`config.mk`:
```
export PLATFORM = sky130hd
export DESIGN_NAME = mips_multicycle_control
export DESIGN_NICKNAME = d
export VERILOG_FILES = /design/src/rtl/mips_pkg.sv /design/src/rtl/mips_md_counter.sv /design/src/rtl/mips_multicycle_control.sv
export SDC_FILE = /design/constraint.sdc
export NUM_CORES = 1
export LEC_CHECK = 0
export BUFFER_PORTS_ARGS = -buffer_cell sky130_fd_sc_hd__buf_2
export CAP_MARGIN = 20
export CORE_ASPECT_RATIO = 0.6
export CORE_MARGIN = 4
export CORE_UTILIZATION = 56
export DETAILED_ROUTE_END_ITERATION = 10
export GPL_TIMING_DRIVEN = 0
export PLACE_DENSITY = 0.88
export SETUP_SLACK_MARGIN = 0.4
export SKIP_LAST_GASP = 1
export SYNTH_ARGS = -nofsm -noshare
export SYNTH_HDL_FRONTEND = slang
export SYNTH_SLANG_ARGS = --single-unit
```
`constraint.sdc`:
```
create_clock -name clk -period 4.8 [get_ports clk]
set_clock_uncertainty 0.1 [all_clocks]
set_input_delay 1.44 -clock clk [delete_from_list [all_inputs] [get_ports clk]]
set_output_delay 1.44 -clock clk [all_outputs]
set_load 0.005 [all_outputs]
```
`src/rtl/mips_pkg.sv`:
```
// Shared encodings for the multicycle MIPS controller: opcode/funct codes, FSM states
// and datapath mux selects, plus the DECODE dispatch function.
package mips_pkg;

    localparam logic [5:0] OP_RTYPE = 6'b000000;
    localparam logic [5:0] OP_J     = 6'b000010;
    localparam logic [5:0] OP_BEQ   = 6'b000100;
    localparam logic [5:0] OP_ADDI  = 6'b001000;
    localparam logic [5:0] OP_LW    = 6'b100011;
    localparam logic [5:0] OP_SW    = 6'b101011;

    localparam logic [5:0] F_ADD  = 6'b100000;
    localparam logic [5:0] F_SUB  = 6'b100010;
    localparam logic [5:0] F_AND  = 6'b100100;
    localparam logic [5:0] F_OR   = 6'b100101;
    localparam logic [5:0] F_NOR  = 6'b100111;
    localparam logic [5:0] F_SLT  = 6'b101010;
    localparam logic [5:0] F_MULT = 6'b011000;
    localparam logic [5:0] F_DIV  = 6'b011010;
    localparam logic [5:0] F_MFHI = 6'b010000;
    localparam logic [5:0] F_MFLO = 6'b010010;

    typedef enum logic [3:0] {
        FETCH    = 4'd0,
        DECODE   = 4'd1,
        EXEC_R   = 4'd2,
        R_WB     = 4'd3,
        EXEC_I   = 4'd4,
        I_WB     = 4'd5,
        MEM_ADR  = 4'd6,
        MEM_RD   = 4'd7,
        MEM_WB   = 4'd8,
        MEM_WR   = 4'd9,
        BRANCH   = 4'd10,
        JUMP     = 4'd11,
        MD_START = 4'd12,
        MD_BUSY  = 4'd13,
        HILO_WB  = 4'd14
    } state_t;

    localparam logic [1:0] ALUOP_ADD   = 2'b00;
    localparam logic [1:0] ALUOP_SUB   = 2'b01;
    localparam logic [1:0] ALUOP_FUNCT = 2'b10;

    localparam logic [1:0] SRCB_B     = 2'b00;
    localparam logic [1:0] SRCB_FOUR  = 2'b01;
    localparam logic [1:0] SRCB_IMM   = 2'b10;
    localparam logic [1:0] SRCB_IMMSH = 2'b11;

    localparam logic [1:0] PCSRC_ALU    = 2'b00;
    localparam logic [1:0] PCSRC_ALUOUT = 2'b01;
    localparam logic [1:0] PCSRC_JUMP   = 2'b10;

    localparam logic [1:0] M2R_ALUOUT = 2'b00;
    localparam logic [1:0] M2R_MDR    = 2'b01;
    localparam logic [1:0] M2R_HI     = 2'b10;
    localparam logic [1:0] M2R_LO     = 2'b11;

    // FETCH as the result means the instruction is not decodable.
    function automatic state_t decodeNext(input logic [5:0] op, input logic [5:0] fn);
        state_t nxt;
        nxt = FETCH;
        case (op)
            OP_RTYPE: begin
                case (fn)
                    F_AND, F_OR, F_NOR, F_ADD, F_SUB, F_SLT: nxt = EXEC_R;
                    F_MULT, F_DIV:                           nxt = MD_START;
                    F_MFHI, F_MFLO:                          nxt = HILO_WB;
                    default:                                 nxt = FETCH;
                endcase
            end
            OP_LW, OP_SW: nxt = MEM_ADR;
            OP_ADDI:      nxt = EXEC_I;
            OP_BEQ:       nxt = BRANCH;
            OP_J:         nxt = JUMP;
            default:      nxt = FETCH;
        endcase
        return nxt;
    endfunction

endpackage

```
`src/rtl/mips_md_counter.sv`:
```
// Mult/div busy down-counter: load N-1, decrement to zero, done while at zero.
// Latency: done is valid the cycle after load when loadVal is 0.
// Backpressure: none; decrements whenever dec is high and count is nonzero.
module mips_md_counter #(
    parameter int WIDTH = 6
) (
    input  logic             clk,
    input  logic             rst,
    input  logic             load,
    input  logic [WIDTH-1:0] loadVal,
    input  logic             dec,
    output logic             done
);

    logic [WIDTH-1:0] count;

    always_ff @(posedge clk or posedge rst) begin
        if (rst) begin
            count <= '0;
        end else if (load) begin
            count <= loadVal;
        end else if (dec && (count != '0)) begin
            count <= count - 1'b1;
        end
    end

    assign done = (count == '0);

endmodule

```
`src/rtl/mips_multicycle_control.sv`:
```
// Multicycle MIPS control FSM driving the shared-memory datapath, incl. mult/div and HI/LO.
// Latency: 3-5 cycles per instruction (mult/div 3+N), plus one per memory wait cycle.
// Backpressure: FETCH, MEM_RD and MEM_WR hold while mem_ready is low (when enabled).
module mips_multicycle_control
    import mips_pkg::*;
#(
    parameter int MULT_CYCLES   = 4,
    parameter int DIV_CYCLES    = 32,
    parameter int USE_MEM_READY = 1
) (
    input  logic       clk,
    input  logic       rst,
    input  logic [5:0] opcode,
    input  logic [5:0] funct,
    input  logic       mem_ready,
    output logic       PCWrite,
    output logic       PCWriteCond,
    output logic       IorD,
    output logic       MemRead,
    output logic       MemWrite,
    output logic       IRWrite,
    output logic [1:0] MemtoReg,
    output logic       RegDst,
    output logic       RegWrite,
    output logic       ALUSrcA,
    output logic [1:0] ALUSrcB,
    output logic [1:0] ALUOp,
    output logic [1:0] PCSource,
    output logic       md_start,
    output logic       md_op,
    output logic       HiLoWrite,
    output logic       illegal,
    output logic [3:0] state_o
);

    localparam int MAX_CYCLES = (MULT_CYCLES > DIV_CYCLES) ? MULT_CYCLES : DIV_CYCLES;
    localparam int CNT_W      = $clog2(MAX_CYCLES + 1);
    localparam logic [CNT_W-1:0] MULT_LOAD = CNT_W'(MULT_CYCLES - 1);
    localparam logic [CNT_W-1:0] DIV_LOAD  = CNT_W'(DIV_CYCLES - 1);

    state_t     state;
    state_t     decNext;
    logic [5:0] opLat;
    logic [5:0] fnLat;
    logic       rdy;
    logic       isDiv;
    logic       mdDone;

    logic pcWr, pcWrCond, irWr, memWr, regWr, hiLoWr, mdStart, illegalInt;

    assign rdy     = (USE_MEM_READY != 0) ? mem_ready : 1'b1;
    assign decNext = decodeNext(opcode, funct);
    assign isDiv   = (fnLat == F_DIV);

    mips_md_counter #(.WIDTH(CNT_W)) u_mdCounter (
        .clk     (clk),
        .rst     (rst),
        .load    (state == MD_START),
        .loadVal (isDiv ? DIV_LOAD : MULT_LOAD),
        .dec     (state == MD_BUSY),
        .done    (mdDone)
    );

    // opcode/funct are captured in DECODE so later states ignore IR changes.
    always_ff @(posedge clk or posedge rst) begin
        if (rst) begin
            state <= FETCH;
            opLat <= '0;
            fnLat <= '0;
        end else begin
            case (state)
                FETCH:    if (rdy) state <= DECODE;
                DECODE: begin
                    opLat <= opcode;
                    fnLat <= funct;
                    state <= decNext;
                end
                EXEC_R:   state <= R_WB;
                EXEC_I:   state <= I_WB;
                MEM_ADR:  state <= (opLat == OP_SW) ? MEM_WR : MEM_RD;
                MEM_RD:   if (rdy) state <= MEM_WB;
                MEM_WR:   if (rdy) state <= FETCH;
                MD_START: state <= MD_BUSY;
                MD_BUSY:  if (mdDone) state <= FETCH;
                default:  state <= FETCH;
            endcase
        end
    end

    always_comb begin
        pcWr       = 1'b0;
        pcWrCond   = 1'b0;
        irWr       = 1'b0;
        memWr      = 1'b0;
        regWr      = 1'b0;
        hiLoWr     = 1'b0;
        mdStart    = 1'b0;
        illegalInt = 1'b0;
        IorD       = 1'b0;
        MemRead    = 1'b0;
        MemtoReg   = M2R_ALUOUT;
        RegDst     = 1'b0;
        ALUSrcA    = 1'b0;
        ALUSrcB    = SRCB_B;
        ALUOp      = ALUOP_ADD;
        PCSource   = PCSRC_ALU;
        md_op      = 1'b0;
        case (state)
            FETCH: begin
                MemRead = 1'b1;
                ALUSrcB = SRCB_FOUR;
                irWr    = rdy;
                pcWr    = rdy;
            end
            DECODE: begin
                ALUSrcB    = SRCB_IMMSH;
                illegalInt = (decNext == FETCH);
            end
            EXEC_R: begin
                ALUSrcA = 1'b1;
                ALUOp   = ALUOP_FUNCT;
            end
            R_WB: begin
                regWr  = 1'b1;
                RegDst = 1'b1;
            end
            EXEC_I, MEM_ADR: begin
                ALUSrcA = 1'b1;
                ALUSrcB = SRCB_IMM;
            end
            I_WB:   regWr = 1'b1;
            MEM_RD: begin
                MemRead = 1'b1;
                IorD    = 1'b1;
            end
            MEM_WB: begin
                regWr    = 1'b1;
                MemtoReg = M2R_MDR;
            end
            MEM_WR: begin
                IorD  = 1'b1;
                memWr = rdy;
            end
            BRANCH: begin
                ALUSrcA  = 1'b1;
                ALUOp    = ALUOP_SUB;
                pcWrCond = 1'b1;
                PCSource = PCSRC_ALUOUT;
            end
            JUMP: begin
                pcWr     = 1'b1;
                PCSource = PCSRC_JUMP;
            end
            MD_START: begin
                mdStart = 1'b1;
                md_op   = isDiv;
            end
            MD_BUSY: hiLoWr = mdDone;
            HILO_WB: begin
                regWr    = 1'b1;
                RegDst   = 1'b1;
                MemtoReg = (fnLat == F_MFHI) ? M2R_HI : M2R_LO;
            end
            default: ;
        endcase
    end

    // Reset aborts immediately: no strobe may leak out while rst is high.
    assign PCWrite     = pcWr       & ~rst;
    assign PCWriteCond = pcWrCond   & ~rst;
    assign IRWrite     = irWr       & ~rst;
    assign MemWrite    = memWr      & ~rst;
    assign RegWrite    = regWr      & ~rst;
    assign HiLoWrite   = hiLoWr     & ~rst;
    assign md_start    = mdStart    & ~rst;
    assign illegal     = illegalInt & ~rst;
    assign state_o     = state;

endmodule

```
==> results of run 1 <==
## per-layer routing
layer  GRT usage [%]  share of wire [%]  vias to the layer above
met4            8.72                1.5                        0
met3            5.17                 10                        8
li1                -                  -                      708
met2            37.1                 48                       98
met1            31.9                 41                      740
met5               0                  0                        -
## Yosys cell counts, types with 2 or more instances
library cell | number | area [um2]
or3_1 | 2 | 12.5
nand2_1 | 10 | 37.5
dfrtp_1 | 22 | 551
and2_1 | 2 | 12.5
nor4_1 | 2 | 12.5
buf_4 | 2 | 15.0
o22a_1 | 4 | 35.0
nor2_1 | 27 | 101
clkbuf_1 | 4 | 15.0
mux2_1 | 13 | 146
nand2b_1 | 10 | 62.6
ha_1 | 2 | 25.0
o2bb2ai_1 | 2 | 17.5
nor2b_1 | 2 | 12.5
a31oi_1 | 5 | 31.3
o211ai_1 | 2 | 15.0
xor2_1 | 2 | 17.5
a21oi_1 | 10 | 50.1
nand3_1 | 4 | 20.0
inv_1 | 3 | 11.3
nor3_1 | 9 | 45.0
nand4bb_1 | 2 | 22.5
## flip-flops by register name, summed over array words and instances, names as in the netlist
register,flops
fnLat,6
u_mdCounter.count,6
opLat,6
state_o,4
## stage by stage
step / utilization (%) / area [um2]
6_report: 72.2 / 1850
5_1_grt: 72.2 / 1850
4_1_cts: 72.0 / 1840
3_5_place_dp: 69.2 / 1770
3_3_place_gp: 69.2 / 1770
2_1_floorplan: - / 1530
## area by class of cell
type | instances | area share (%)
Clock inverter | 1 | 1.63
Buffer | 8 | 2.51
Tap cell | 32 | 2.17
Timing Repair Buffer | 39 | 10.6
Inverter | 5 | 1.02
Multi-Input combinational cell | 136 | 50.0
Clock buffer | 3 | 2.24
Sequential cell | 22 | 29.8
## power by group through the flow
stage	registers (mW)	clock network (mW)	logic [mW]
after global placement	0.280	0	0.257
after global routing	0.290	0.190	0.302
after detailed placement	0.284	0	0.270
after floorplan	0.272	0	0.196
final	0.283	0.178	0.276
after CTS	0.281	0.179	0.273
## repair_timing
item,4_1_cts,5_1_grt
hold buffers,0,0
resized for setup,0,1
endpoints found under the setup margin,0,1
## final timing paths
check                        endpoint  slack (ps)  cells after the start
max                           illegal         460                      7
min                          fnLat[4]         390                      1
max reg2reg                state_o[3]        2740                      7
min reg2reg                  fnLat[4]         390                      1
max in group asynchronous  state_o[1]        3110                      2
min in group asynchronous    opLat[3]        1140                      2
## logic make-up (layout without fill, tap and decap cells)
family	Yosys count	in the layout
simple gates	80	80
compound gates	37	37
flops	22	22
mux	14	14
buf+inv	13	56
xor+xnor	3	3
fa+ha+maj	2	2
## critical path: stages
cell and delay (ps):
buf_2 120, or3b_1 390, nor2_1 190, o21ai_1 110, a211oi_2 280, a2111oi_0 100
buf_2 170
==> results.py, run 1 <==
metrics = {
    "status": {
        "status": "complete, no violations",
    },
    "pwr": {
        "vdd_drop_max_mv": 0.264,
        "p_int_uw": 485,
        "cellPowerDensity_nw_per_um2": 399,
        "power_leakage_nw": 0.852,
        "seq_power_share_pct": 38.4,
        "design_power_total_uw": 736,
        "p_sw_uw": 251,
        "comb_power_share_pct": 37.4,
        "p_clk_share_pct": 24.2,
        "switching_share_pct": 34.1,
    },
    "layout": {
        "final_cell_mix": "buf_2, nor2_1, dfrtp_1, mux2_1",
        "multiInputGateArea_um2": 923,
        "fin_nets": 232,
        "final_common_cell": "buf_2",
        "seq_area_um2": 551,
        "area_growth_pct": 20.3,
        "num_antenna_cells": 0,
        "fill_cells": 195,
        "drive_above_1_share_pct": 25.7,
        "stdcell_count": 246,
    },
    "logic_synthesis": {
        "synthSimpleGateAreaFrac_pct": 28.5,
        "synth_top_family_by_area": "simple AND/OR/NAND/NOR gates",
        "synth_edf_count": 0,
        "syn_area_um2": 1530,
        "syn_avg_cell_area_um2": 8.97,
        "yosys-mux-area-fraction_pct": 10.2,
        "syn_nets": 188,
        "synth_xor_area_share_pct": 1.71,
        "synth_seq_cells": 22,
        "synth_ff_type": "dfrtp_1",
        "synthAdderAreaFrac_pct": 1.63,
        "synth_compound_area_share_pct": 17.9,
        "synth_cell_type_count": 52,
        "async_flop_share_pct": 100,
        "synth_seq_area_share_pct": 35.9,
        "synth_warnings": 0,
        "syn_inst": 171,
    },
    "worst_setup_path": {
        "cp_data_arrival_time_ps": 2800,
        "cp-startpoint": "funct[2]",
        "critical_path_required_ps": 3260,
        "start_kind": "input pin",
        "worstSetupPathType": "in2out",
        "worstReg2RegStart": "state_o[1]",
        "endpoint_kind": "output port",
        "critPathMaxFanout": 4,
    },
    "cts": {
        "clk_path_buf_depth": 2,
        "clk_pin_slew_ps": 80,
        "cts_tree": "built",
        "numClockSinks": 22,
        "htree_levels": 1,
        "cts-root-buf": "clkbuf_8",
        "numCtsBuffers": 3,
        "clock_latency_ps": 270,
        "postCtsSetupBuffers": 0,
    },
    "floorplanning": {
        "io_pins": 40,
        "fp-row-count": 14,
        "dieArea_um2": 3670,
        "die_w_um": 75.6,
        "die_h_um": 48.5,
        "coreArea_um2": 2560,
        "initial_core_util_pct": 60.0,
    },
    "detailed_routing": {
        "routed_wl_um": 4210,
        "route.detailed.drc": 0,
        "routedWlPerCell_um": 17.1,
        "first_pass_iters": 5,
        "via_per_inst": 6.32,
        "final_antenna_net_count": 0,
        "first_iter_violations": 228,
        "vias": 1554,
    },
    "global_routing": {
        "globalRouteOverflowTotal": 0,
        "grt_pass1_wl_um": 6820,
        "grt_usage_pct": 23.7,
        "grt_pass1_vias": 1487,
        "grt_max_degree": 25,
        "antenna_found_initial": 0,
    },
    "placement": {
        "place_ws_ps": 414,
        "portBuffers": 39,
        "hpwl_um": 3020,
        "placed_cells": 242,
        "gp_congestion": 0.841,
    },
    "sta": {
        "rsz0062_at_grt": "no",
        "fin_crit_ps": 4340,
        "period_share_pct": 90.5,
        "worst_slew_pin_slew_ps": 538,
        "fin_setup_tns_ps": 0,
        "drv_slew": 0,
        "fmax_ghz": 0.230,
        "hold_viol_final": 0,
        "finalSetupViolations": 0,
        "slew_headroom_pct": 63.8,
        "fin_hold_ws_ps": 388,
        "fin_ws_ps": 457,
    },
    "min_path": {
        "hp-class": "reg2reg",
        "hold_start": "fnLat[4]",
    },
    "flow_run": {
        "drv_cap": 0,
    },
}
Power figures use the tool's default switching activity.
==> run 2, diff against run 1 <==
Settings changed: CORE_ASPECT_RATIO 0.6 to default, SLEW_MARGIN from default to 0.
==> run 2 against run 1 <==
Net effect:
- critical path depth did not move
- worst setup slack improved by 20 ps
- power fell by 5.5%
- largest power group unchanged
- hold slack improved by 13 ps
- routed wire length fell by 9.8%
==> results.py, run 2 (synthesized netlist as in run 1, its figures left out) <==
metrics = {
    "status": {
        "status": "complete, no violations",
    },
    "pwr": {
        "seq_power_share_pct": 40.4,
        "vdd_drop_max_mv": 0.301,
        "cellPowerDensity_nw_per_um2": 379,
        "p_int_uw": 459,
        "comb_power_share_pct": 38.9,
        "power_leakage_nw": 0.845,
        "p_clk_share_pct": 20.7,
        "design_power_total_uw": 696,
        "switching_share_pct": 34.0,
        "p_sw_uw": 237,
    },
    "sta": {
        "period_share_pct": 90.1,
        "finalSetupViolations": 0,
        "hold_viol_final": 0,
        "fin_setup_tns_ps": 0,
        "drv_slew": 0,
        "fin_ws_ps": 477,
        "fin_crit_ps": 4320,
        "rsz0062_at_grt": "no",
        "worst_slew_pin_slew_ps": 504,
        "fin_hold_ws_ps": 401,
        "fmax_ghz": 0.231,
        "slew_headroom_pct": 66.1,
    },
    "global_routing": {
        "antenna_found_initial": 0,
        "grt_usage_pct": 22.5,
        "grt_pass1_vias": 1432,
        "globalRouteOverflowTotal": 0,
        "grt_pass1_wl_um": 6380,
        "grt_max_degree": 25,
    },
    "floorplanning": {
        "die_w_um": 60.3,
        "die_h_um": 60.3,
        "initial_core_util_pct": 60.3,
        "coreArea_um2": 2540,
        "io_pins": 40,
        "dieArea_um2": 3640,
        "fp-row-count": 18,
    },
    "worst_setup_path": {
        "crit_chain": "buf_2 -> or3b_1 -> nor2_1 -> o21ai_1 -> a211oi_2 -> a2111oi_2 -> buf_2",
        "slowest_delay_ps": 390,
        "start_kind": "input pin",
        "worstSetupPathType": "in2out",
        "endpoint_kind": "output port",
        "critPathMaxFanout": 4,
        "critical_path_required_ps": 3260,
        "cp_data_arrival_time_ps": 2780,
        "slowest_stage": "or3b_1",
        "crit_top_cell": "buf_2",
        "path_buf_inv": 2,
        "path_delay_family": "simple AND/OR/NAND/NOR gates",
    },
    "cts": {
        "postCtsSetupBuffers": 0,
        "cts_tree": "built",
        "numCtsBuffers": 3,
        "htree_levels": 1,
        "clk_path_buf_depth": 2,
        "numClockSinks": 22,
        "clock_latency_ps": 320,
        "cts-root-buf": "clkbuf_4",
        "clk_pin_slew_ps": 120,
    },
    "layout": {
        "fill_cells": 202,
        "final_common_cell": "buf_2",
        "fin_nets": 232,
        "multiInputGateArea_um2": 936,
        "area_growth_pct": 19.7,
        "drive_above_1_share_pct": 26.6,
        "final_cell_mix": "buf_2, nor2_1, dfrtp_1, mux2_1",
        "seq_area_um2": 551,
        "largestRegisters": "fnLat (6), opLat (6), u_mdCounter.count (6)",
        "num_antenna_cells": 0,
        "final_core_util_pct": 72.2,
    },
    "placement": {
        "gp_congestion": 0.927,
        "portBuffers": 39,
        "hpwl_um": 2920,
        "place_ws_ps": 409,
    },
    "detailed_routing": {
        "vias": 1495,
        "first_iter_violations": 151,
        "routedWlPerCell_um": 15.6,
        "route.detailed.drc": 0,
        "routed_wl_um": 3800,
        "first_pass_iters": 4,
        "final_antenna_net_count": 0,
        "via_per_inst": 6.13,
    },
    "min_path": {
        "hp-class": "reg2reg",
    },
    "flow_run": {
        "drv_cap": 0,
    },
}
[run 2: worst paths after layout]
path	end	depth (start not counted)	slack (ps)	startpoint
max in group asynchronous	opLat[4]	2	3190	rst
worst min-delay path	opLat[3]	1	400	opLat[3]
worst max-delay path	illegal	7	480	funct[2]
worst max register to register	state_o[3]	7	2860	state_o[1]
min in group asynchronous	u_mdCounter.count[1]	2	1070	rst
worst min register to register	opLat[3]	1	400	opLat[3]
[run 2: power groups by stage]
stage	Clock [mW]	Combinational, mW	Sequential [mW]
floorplan	0	0.196	0.272
global placement	0	0.258	0.278
detailed placement	0	0.269	0.284
CTS	0.148	0.270	0.280
global route	0.156	0.301	0.289
finish	0.144	0.271	0.281
[run 2: layout make-up]
type,count,area share (%)
plain buffers,8,2.52
flip-flops and latches,22,30.0
repair buffers,39,10.6
multi-input cells,136,51.0
clock buffers,3,1.23
inverters,5,1.02
well taps,30,2.04
clock inverters,1,1.63
[run 2: worst register-to-register path, cell delays in order (launching register included)]
cell and delay (ps):
dfrtp_1 460, nor2_1 330, and2_1 180, buf_2 200, buf_6 180, o2111ai_1 140, o2bb2ai_1 180, o31ai_1 80
[run 2: timing repair]
action                     in CTS  in global routing
setup endpoints to repair       0                  1
hold buffers                    0                  0
resized for setup               0                  4
[run 2: layer usage]
layer	vias up	wire [um]	GRT usage, %
met5	-	0	0
met4	0	57	8.54
met3	6	237	3.62
met2	50	1850	37.2
met1	728	1650	29.8
li1	711	-	-
[run 2: stage by stage]
stage / std cells / instance area, um2
6_report: 244 / 1840
3_3_place_gp: 240 / 1770
3_5_place_dp: 240 / 1770
5_1_grt: 244 / 1840
4_1_cts: 244 / 1820
2_1_floorplan: 171 / 1530
==> run 3, diff against run 2 <==
Settings changed: CELL_PAD_IN_SITES_DETAIL_PLACEMENT from default to 0, CELL_PAD_IN_SITES_GLOBAL_PLACEMENT from default to 1, CORE_UTILIZATION 56 to 35, PLACE_DENSITY 0.88 to 0.76.
==> run 3 against run 2 <==
Net effect:
- first-iteration DRC count fell by 77%
- power decreased by 2.0%
- maximum frequency up 0.77%
- utilization shrank 27 points
- routed wire length grew 2.7%
- largest power group unchanged
- highest routed layer unchanged
==> results.py, run 3 (synthesized netlist as in run 1, its figures left out) <==
metrics = {
    "pwr": {
        "cellPowerDensity_nw_per_um2": 368,
        "seq_power_share_pct": 40.9,
        "vdd_drop_max_mv": 0.195,
        "comb_power_share_pct": 39.3,
        "switching_share_pct": 34.5,
        "p_int_uw": 447,
        "p_clk_share_pct": 19.8,
        "power_leakage_nw": 0.845,
        "p_sw_uw": 235,
    },
    "cts": {
        "cts-root-buf": "clkbuf_8",
        "clk_path_buf_depth": 2,
        "numClockSinks": 22,
        "clock_latency_ps": 260,
        "ctsHoldBuffers": 0,
        "numCtsBuffers": 3,
        "htree_levels": 1,
        "clk_pin_slew_ps": 80,
        "cts_tree": "built",
        "postCtsSetupBuffers": 0,
    },
    "status": {
        "status": "complete, no violations",
    },
    "detailed_routing": {
        "via_per_inst": 5.37,
        "first_pass_iters": 4,
        "routed_wl_um": 3900,
        "final_antenna_net_count": 0,
        "first_iter_violations": 34,
        "vias": 1417,
        "route.detailed.drc": 0,
        "routedWlPerCell_um": 14.8,
    },
    "sta": {
        "fin_ws_ps": 510,
        "finalSetupViolations": 0,
        "fin_setup_tns_ps": 0,
        "period_share_pct": 89.4,
        "rsz0062_at_grt": "no",
        "fin_crit_ps": 4290,
        "fin_hold_ws_ps": 387,
        "hold_viol_final": 0,
        "fmax_ghz": 0.233,
        "slew_headroom_pct": 63.7,
        "drv_slew": 0,
        "worst_slew_pin_slew_ps": 540,
    },
    "min_path": {
        "hp-class": "reg2reg",
    },
    "layout": {
        "design_area_um2": 1850,
        "drive_above_1_share_pct": 26.2,
        "final_common_cell": "buf_2",
        "fill_cells": 416,
        "area_growth_pct": 20.9,
        "num_antenna_cells": 0,
        "seq_area_um2": 551,
        "multiInputGateArea_um2": 926,
        "final_cell_mix": "buf_2, nor2_1, dfrtp_1, mux2_1",
        "largestRegisters": "fnLat (6), opLat (6), u_mdCounter.count (6)",
        "fin_nets": 232,
    },
    "global_routing": {
        "use_met3_pct": 2.30,
        "use_met1_pct": 20.1,
        "grt_max_degree": 25,
        "grt_pass1_wl_um": 6360,
        "grt_pass1_vias": 1348,
        "globalRouteOverflowTotal": 0,
        "grt_usage_pct": 14.9,
        "antenna_found_initial": 0,
        "grt_use_met2_pct": 24.9,
        "busiest_layer": "met2",
    },
    "floorplanning": {
        "die_h_um": 74.2,
        "die_w_um": 74.2,
        "initial_core_util_pct": 37.3,
        "dieArea_um2": 5510,
        "coreArea_um2": 4120,
        "fp-row-count": 23,
        "io_pins": 40,
    },
    "placement": {
        "portBuffers": 39,
        "gp_congestion": 0.745,
        "hpwl_um": 3040,
        "place_ws_ps": 387,
        "placedInstanceArea_um2": 1790,
    },
    "worst_setup_path": {
        "critPathMaxFanout": 4,
        "worstSetupPathType": "in2out",
        "cp_data_arrival_time_ps": 2750,
        "endpoint_kind": "output port",
        "start_kind": "input pin",
        "critical_path_required_ps": 3260,
    },
    "flow_run": {
        "drv_cap": 0,
    },
}
## run 3: cell count changes in the layout (fill, tap and decap cells not counted)
cell,previous run,this run
a2111oi_0,0,1
a2111oi_2,1,0
nor4_2,2,1
clkbuf_8,0,4
nor4_1,1,2
nor2_1,27,26
nor2_2,0,1
bufinv_16,1,0
clkbuf_4,3,0
## run 3: cell type report
class,count,share of cell area (%)
clock buffers,4,2.97
well taps,50,3.37
plain buffers,8,2.50
multi-input cells,136,49.9
repair buffers,39,10.5
inverters,5,1.01
flip-flops and latches,22,29.7
## run 3: repair_timing
action | CTS | global route
resized for setup | 1 | 1
hold endpoints to repair | 0 | 0
endpoints found under the setup margin | 1 | 1
## run 3: path summary, 6_finish.rpt
check	start	end	slack [ps]	depth (start not counted)
hold / removal	opLat[1]	opLat[1]	390	1
hold reg to reg	opLat[1]	opLat[1]	390	1
setup / recovery	funct[4]	illegal	510	7
setup reg to reg	state_o[1]	state_o[3]	2850	7
min in group asynchronous	rst	u_mdCounter.count[0]	1150	2
max in group asynchronous	rst	u_mdCounter.count[4]	3100	2
## run 3: power groups by stage
stage	Clock (mW)	Combinational [mW]	Sequential [mW]
after floorplan	0	0.196	0.272
after global placement	0	0.266	0.280
after detailed placement	0	0.271	0.283
after CTS	0.140	0.272	0.279
after global routing	0.147	0.301	0.289
final	0.135	0.268	0.279
## run 3: stage by stage
step	utilization, %	total power, mW	instances
finish	45.1	0.682	264
global route	45.1	0.737	264
CTS	45.0	0.691	264
detailed placement	43.5	0.554	260
global placement	43.5	0.546	260
floorplan	-	0.469	171
## run 3: routing by layer
layer	part of all wire, %	routed length [um]
met1	46	1790
met2	46	1790
met3	7.2	279
met4	1.0	39
met5	0	0
## run 3: critical path, stage by stage
cell	delay, ps
buf_2	120
or3b_1	190
o21ai_0	80
a21oi_1	200
o22ai_1	150
a2111oi_0	380
buf_2	180
